File: config.mk
export PLATFORM = sky130hd
export DESIGN_NAME = eth_link_pulse
export DESIGN_NICKNAME = d
export VERILOG_FILES = /design/src/rtl/eth_link_pkg.sv /design/src/rtl/eth_pulse_gen.sv /design/src/rtl/eth_link_pulse.sv
export SDC_FILE = /design/constraint.sdc
export NUM_CORES = 1
export LEC_CHECK = 0
export ABC_AREA = 0
export BUFFER_PORTS_ARGS = -buffer_cell sky130_fd_sc_hd__buf_2
export CORE_MARGIN = 2
export CORE_UTILIZATION = 45
export DETAILED_ROUTE_END_ITERATION = 16
export PLACE_DENSITY = 0.6
export SLEW_MARGIN = 10
export SYNTH_ARGS = -nofsm -noshare
export SYNTH_HDL_FRONTEND = slang
export SYNTH_SLANG_ARGS = --single-unit
File: constraint.sdc
create_clock -name clk -period 3.5 [get_ports clk]
set_input_delay 0.875 -clock clk [delete_from_list [all_inputs] [get_ports clk]]
set_output_delay 0.875 -clock clk [all_outputs]
set_load 0.03 [all_outputs]
File: src/rtl/eth_link_pkg.sv
// Shared types and default 40 MHz timing for the 10BASE-T link-pulse generator.
package eth_link_pkg;

    typedef enum logic {
        LINK_NLP = 1'b0,
        LINK_FLP = 1'b1
    } link_mode_t;

    typedef enum logic [1:0] {
        IDLE  = 2'd0,
        PULSE = 2'd1,
        GAP   = 2'd2
    } link_state_t;

    localparam int unsigned FLP_SLOTS      = 33;
    localparam int unsigned SLOT_W         = 6;
    localparam int unsigned LCW_W          = 16;
    localparam int unsigned DEF_PULSE_CYC  = 4;
    localparam int unsigned DEF_PERIOD_CYC = 640000;
    localparam int unsigned DEF_SLOT_CYC   = 2500;

endpackage

File: src/rtl/eth_pulse_gen.sv
// One-shot: on trig, holds pulse at en for PULSE_CYC cycles, then returns low.
module eth_pulse_gen #(
    parameter int unsigned PULSE_CYC = 4
) (
    input  logic clk,
    input  logic rst,
    input  logic trig,
    input  logic en,
    output logic pulse
);

    localparam int unsigned CW = (PULSE_CYC > 1) ? $clog2(PULSE_CYC) : 1;

    logic [CW-1:0] cnt;

    always_ff @(posedge clk or posedge rst) begin
        if (rst) begin
            cnt   <= '0;
            pulse <= 1'b0;
        end else if (trig) begin
            cnt   <= CW'(PULSE_CYC - 1);
            pulse <= en;
        end else if (cnt != '0) begin
            cnt   <= cnt - CW'(1);
        end else begin
            pulse <= 1'b0;
        end
    end

endmodule

File: src/rtl/eth_link_pulse.sv
// Periodic NLP / FLP-burst generator with frame deferral; slot sequencer and
// period timer live here, pulse shaping lives in eth_pulse_gen.
module eth_link_pulse
    import eth_link_pkg::*;
#(
    parameter int unsigned PULSE_CYC  = DEF_PULSE_CYC,
    parameter int unsigned PERIOD_CYC = DEF_PERIOD_CYC,
    parameter int unsigned SLOT_CYC   = DEF_SLOT_CYC
) (
    input  logic             clk,
    input  logic             rst,
    input  logic             mode,
    input  logic [LCW_W-1:0] lcw,
    input  logic             tx_busy,
    output logic             link,
    output logic             active,
    output logic             done
);

    localparam int unsigned PW = $clog2(PERIOD_CYC);
    localparam int unsigned SW = $clog2(SLOT_CYC);

    link_state_t       state_q, state_d;
    logic [PW-1:0]     pcnt_q, pcnt_d;
    logic [SLOT_W-1:0] slot_q, slot_d;
    logic [SW-1:0]     scnt_q, scnt_d;
    link_mode_t        mode_q, mode_d;
    logic [LCW_W-1:0]  lcw_q, lcw_d;
    logic              active_d, done_d;
    logic              trig_c, en_c, last_slot_c;
    logic [SLOT_W-1:0] slot_nx_c;

    always_ff @(posedge clk or posedge rst) begin
        if (rst) begin
            state_q <= IDLE;
            pcnt_q  <= PW'(PERIOD_CYC - 1);
            slot_q  <= '0;
            scnt_q  <= '0;
            mode_q  <= LINK_NLP;
            lcw_q   <= '0;
            active  <= 1'b0;
            done    <= 1'b0;
        end else begin
            state_q <= state_d;
            pcnt_q  <= pcnt_d;
            slot_q  <= slot_d;
            scnt_q  <= scnt_d;
            mode_q  <= mode_d;
            lcw_q   <= lcw_d;
            active  <= active_d;
            done    <= done_d;
        end
    end

    // Next-state: period timer in IDLE, slot/pulse timing while an event runs.
    always_comb begin
        state_d     = state_q;
        pcnt_d      = pcnt_q + PW'(1);
        slot_d      = slot_q;
        scnt_d      = scnt_q + SW'(1);
        mode_d      = mode_q;
        lcw_d       = lcw_q;
        active_d    = active;
        done_d      = 1'b0;
        trig_c      = 1'b0;
        en_c        = 1'b0;
        slot_nx_c   = slot_q + SLOT_W'(1);
        last_slot_c = (mode_q == LINK_NLP) ? (slot_q == '0)
                                           : (slot_q == SLOT_W'(FLP_SLOTS - 1));
        case (state_q)
            IDLE: begin
                scnt_d = scnt_q;
                if (tx_busy) begin
                    pcnt_d = '0;
                end else if (pcnt_q == PW'(PERIOD_CYC - 1)) begin
                    state_d  = PULSE;
                    pcnt_d   = '0;
                    slot_d   = '0;
                    scnt_d   = '0;
                    mode_d   = link_mode_t'(mode);
                    lcw_d    = lcw;
                    active_d = 1'b1;
                    trig_c   = 1'b1;
                    en_c     = 1'b1;
                end
            end
            PULSE: begin
                if (scnt_q == SW'(PULSE_CYC - 1)) begin
                    if (last_slot_c) begin
                        state_d  = IDLE;
                        scnt_d   = '0;
                        active_d = 1'b0;
                        done_d   = 1'b1;
                    end else begin
                        state_d = GAP;
                    end
                end
            end
            GAP: begin
                if (scnt_q == SW'(SLOT_CYC - 1)) begin
                    state_d = PULSE;
                    slot_d  = slot_nx_c;
                    scnt_d  = '0;
                    trig_c  = 1'b1;
                    // odd slots carry lcw bits LSB first; even slots are clocks
                    en_c    = slot_nx_c[0] ? lcw_q[slot_nx_c[4:1]] : 1'b1;
                end
            end
            default: state_d = IDLE;
        endcase
    end

    eth_pulse_gen #(
        .PULSE_CYC(PULSE_CYC)
    ) u_pulse (
        .clk  (clk),
        .rst  (rst),
        .trig (trig_c),
        .en   (en_c),
        .pulse(link)
    );

endmodule

# Yosys cells after proc, flatten, opt, wreduce, memory -nomap -nowiden
# Cells that the tools add are included.
# totals
romBits,0
latch_bits,0
n_memories,0
mem_bits_rw,0
input_bits,20
regBits,62
elab_cells,80
# op_classes
eq_ne,12
add_sub_neg,4
n_shift,0
n_mul,0
order_cmp,1
mux,41
n_bitwise,1
reduce_logical,11
div,0
# ops
op,n
$mux 12,5
$mux 20,3
$pmux 12 s3,1
$add 20x1->20 const B,1
$eq 20x20->1 const B,1
$mux 6,3
$mux 1,16
$mux 2,7
$add 12x1->12 const B,1
$eq 12x12->1 const B,1
$eq 12x2->1 const B,1
$ne 2x2->1 const B,6
$pmux 6 s2,1
$reduce_and 4->1,2
$reduce_bool 2->1,4
$add 6x1->6 const B,1
$eq 6x6->1 const B,1
$logic_not 6->1,1
$pmux 1 s2,3
$pmux 2 s3,1
$lt 4x5->1 const B,1
$reduce_and 5->1,1
$bmux 1 s4,1
$reduce_and 3->1,1
other kinds (6),6

# Depth between registers and ports, before layout
# depth
depth_word,7
ltp_mapped,7
ltp_nobuf,7

# Modules after synthesis
# Synthesis repeated with hierarchy kept, for this count alone.
# unflattened
cells_unflattened,294
area_unflattened_um2,3124.2
# modules_own_cells
mod,instances,area_per_inst_um2,cells_each
eth_link_pulse,1,2975.4,279
eth_pulse_gen,1,148.9,15

# Worst setup path before layout
# OpenSTA, ideal clock, no wires.
# synth_timing
kind,flip-flop to flip-flop
startpoint,register pcnt_q[14]
endpoint,register lcw_q[0]
t_arrival_ns,2.075
stages_incl_launch_ff,6
path_slack_ns,1.297
setup_ns,0.128
path_cell_list,dfstp_2 or4b_1 or3_4 nor4_4 buf_4 mux2_1
# synth_between
elab_chain_cells,2
# synth_rtl
item,line,source
from (decl),eth_link_pulse.sv:24,"logic [PW-1:0] pcnt_q, pcnt_d;"
from (signal assigned),eth_link_pulse.sv:36,pcnt_q <= PW'(PERIOD_CYC - 1);
from (signal assigned),eth_link_pulse.sv:45,pcnt_q <= pcnt_d;
$eq 20x20->1,eth_link_pulse.sv:75,end else if (pcnt_q == PW'(PERIOD_CYC - 1)) begin
$reduce_and 3->1 (no source line),n/a,
to (signal assigned),eth_link_pulse.sv:49,lcw_q <= lcw_d;
to (decl),eth_link_pulse.sv:28,"logic [LCW_W-1:0] lcw_q, lcw_d;"
# Every way passes these cells.
# A chain may end at the register's enable or synchronous reset.

# Worst setup path in the final report
# layout_timing
startpoint,register pcnt_q[0]
endpoint,register scnt_q[9]
# layout_between
elab_chain_cells,3
# layout_rtl
item,line,source
$eq 20x20->1,eth_link_pulse.sv:75,
$ne 2x2->1 (no source line),n/a,
$reduce_and 2->1 (no source line),n/a,
to (signal assigned),eth_link_pulse.sv:47,scnt_q <= scnt_d;
to (decl),eth_link_pulse.sv:26,"logic [SW-1:0] scnt_q, scnt_d;"
# Every way passes these cells.

==> flow_summary.ini <==
[placed_design]
io_buf_count = 22
dp_hpwl_um = 4050
gp_routability_congestion = 0.817

[sta]
timing.clock.skew_ns = 0.00786
setup_tns_ns = 0
period_share_pct = 71.3
final-setup-viol-count = 0
max_freq_mhz = 400
setup_repair_after_global_routing_missed_its_margin = no
worst_slew_margin_relative_to_its_limit_pct = 44.4
fin_worst_hold_slack_ns = 0.483
tightestPinTransition_ns = 0.826
slew_viol_final = 0
finalWorstPathRequiredPeriod_ns = 2.50
report.final.hold_viol_count = 0

[cells_and_area]
nNetsFinal = 348
layout-drive-gt1-share_pct = 18.9
final_util_pct = 52.9
mostFrequentLayoutCell = sky130_fd_sc_hd__dfrtp_1
area.growth.synth_to_final_pct = 14.0
most-common-layout-cells = sky130_fd_sc_hd__dfrtp_1 (48), sky130_fd_sc_hd__nor2_1 (34), sky130_fd_sc_hd__nand2_1 (23), sky130_fd_sc_hd__buf_2 (22), sky130_fd_sc_hd__mux2_1 (17)
antenna_cells = 0

[die]
io_pins = 23
start_util_pct = 46.4
die_height_um = 87.7
die_x_um = 87.7
fp.dieArea_um2 = 7680
rows = 30
coreArea_um2 = 6790

[grt]
antenna_found_initial = 0
grt_pass1_vias = 2109
gr-total-overflow = 0
grt_first_pass_wirelength_um = 10200
gr-usage-all-layers_pct = 17.3
grt_start_max_net_pins = 34

[min_path]
whs_path_depth = 1
hold_path_class = register to register

[drt]
drt_first_iter_violations = 91
drc_errors = 0
antenna_left = 0
routed_wire_length_per_instance_um = 13.9
num_vias = 2256
wirelength_um = 5900
post_drt_via_cell_ratio = 5.32
drt_pass1_iterations = 4

[worst_setup_path]
worstSetupStartpoint = pcnt_q[0]
worstSetupEndpointType = register
setup.worst_path.start_class = register
required_ns = 3.76
worst-path-max-fanout = 19
setup.reg_to_reg.worst_slack_ns = 1.00
logic_depth_of_the_worst_register_to_register_path = 6
crit-reg2reg-launch = pcnt_q[0]
worst_r2r_endpoint = scnt_q[9]
cp_data_arrival_time_ns = 2.75
endpoint = scnt_q[9]
type_of_the_worst_setup_path = register to register

[clock_tree]
cts.hold.buffers_added = 0
ctsResizeCount = 0
clkSlewWorstSetupHoldPaths_ns = 0.07
cts-buffers-inserted = 9
cts_tree = done
clockBufferDepth = 2
tritoncts_num_sinks = 62
root_buffer = sky130_fd_sc_hd__clkbuf_8
ctsHtreeMaxLevel = 3
post_cts_buffers = 0
worst_skew_pair.late_latency_ns = 0.33

[synth]
synthesis.area_per_instance_um2 = 10.7
synthesis.instances = 294
synthesis.nets = 319
share_of_the_synthesized_area_in_the_top_cell_type_pct = 38.1
synth_sequential_area_ratio_pct = 49.8
post-synth-top-area-cell = sky130_fd_sc_hd__dfrtp_1
yosys-top-cells-area = sky130_fd_sc_hd__dfrtp_1 (38%), sky130_fd_sc_hd__dfstp_2 (12%), sky130_fd_sc_hd__mux2_1 (6.1%)
number_of_distinct_library_cells_after_synthesis = 44
syn_area_um2 = 3150
synth-seq-cells = 62
synth-warning-count = 0

[power_and_ir_drop]
cellPowerDensity_nw_per_um2 = 438
total_power_w = 0.00157
power.static_leakage_nw = 1.57
maximum_vdd_drop_v = 0.000239

[run_status]
status = finished, final reports clean

[job]
drv.max_cap_violation_count = 0
[metrics by stage]
step,setup slack [ns],cell area (um^2),cells
floorplan,1.11,3150,294
global placement,1.02,3370,408
detailed placement,0.988,3370,408
CTS,0.972,3590,424
global route,0.733,3590,424
finish,1.00,3590,424
[state kept, by name (all words and copies together) (netlist names)]
name and cells:
active 1, lcw_q 16, done 1, pcnt_q 20, slot_q 6, state_q 2
u_pulse.pulse 1, mode_q 1, scnt_q 12, u_pulse.cnt 2
[logic make-up after synthesis]
group                    synth area share (%)
AND/OR/NAND/NOR                          20.9
buffers and inverters                    2.34
AO/OA/AOI/OAI                            7.75
flip-flops                               49.8
multiplexers                             10.5
XOR/XNOR                                 6.67
adder cells (fa/ha/maj)                  1.99
[per-layer routing]
metal	up-vias	GRT usage, %	wire length, um
li1	1120	-	-
met2	25	25.2	2610
met3	9	3.39	122
met5	-	0	0
met4	0	8.39	93
met1	1102	24.8	3070
[final cells by class]
cell class | count | area [um^2]
fillers | 598 | 3200
well taps | 96 | 120
clock inverters | 3 | 67.6
clock buffers | 13 | 149
repair buffers | 24 | 138
multi-input cells | 215 | 1510
flip-flops and latches | 62 | 1570
inverters | 11 | 41.3
[worst max-delay path: stages, from the launching register on]
cell	delay [ns]
sky130_fd_sc_hd__dfstp_2	0.55
sky130_fd_sc_hd__ha_1	0.18
sky130_fd_sc_hd__nand3_1	0.20
sky130_fd_sc_hd__nor3_1	0.46
sky130_fd_sc_hd__a21oi_2	0.32
sky130_fd_sc_hd__or4_1	0.56
sky130_fd_sc_hd__a21oi_1	0.16
[cell usage after synthesis, drive strengths merged]
| cell type | instances |
|---|---|
| nor2 | 34 |
| nand4 | 10 |
| xor2 | 15 |
| mux4 | 4 |
| and3 | 6 |
| ha | 5 |
| a31oi | 1 |
| o21bai | 1 |
| o211ai | 1 |
| or2 | 2 |
| or4b | 3 |
| nand3b | 2 |
| nor4b | 2 |
| nand3 | 12 |
| xnor2 | 9 |
| inv | 11 |
| buf | 4 |
| or4 | 4 |
| a22oi | 1 |
| nor2b | 2 |
| mux2 | 17 |
| o21ai | 10 |
| dfstp | 14 |
| mux2i | 5 |
| a2bb2oi | 1 |
| nor3 | 9 |
| o31ai | 7 |
| o21a | 2 |
| or3 | 6 |
| nor4 | 5 |
| a21o | 3 |
| dfrtp | 48 |
| a21boi | 1 |
| clkbuf | 2 |
| and4 | 1 |
| nand2 | 23 |
| a21oi | 11 |
[power by group]
group	leakage [nW]	total (W)	switching (W)	internal, W
registers	0.760	0.000758	0.0000121	0.000746
clock network	0.104	0.000690	0.000269	0.000422
logic	0.706	0.000124	0.0000695	0.0000550
total	1.57	0.00157	0.000350	0.00122
[worst min-delay path by stage]
| stage | slack [ns] | start | end |
|---|---|---|---|
| floorplan | 0.45 | lcw_q[10] | lcw_q[10] |
| finish | 0.48 | lcw_q[5] | lcw_q[5] |
| detailed placement | 0.47 | lcw_q[5] | lcw_q[5] |
| global route | 0.50 | lcw_q[1] | lcw_q[1] |
| CTS | 0.49 | lcw_q[5] | lcw_q[5] |
| global placement | 0.47 | lcw_q[13] | lcw_q[13] |
Power figures use the tool's default switching activity.
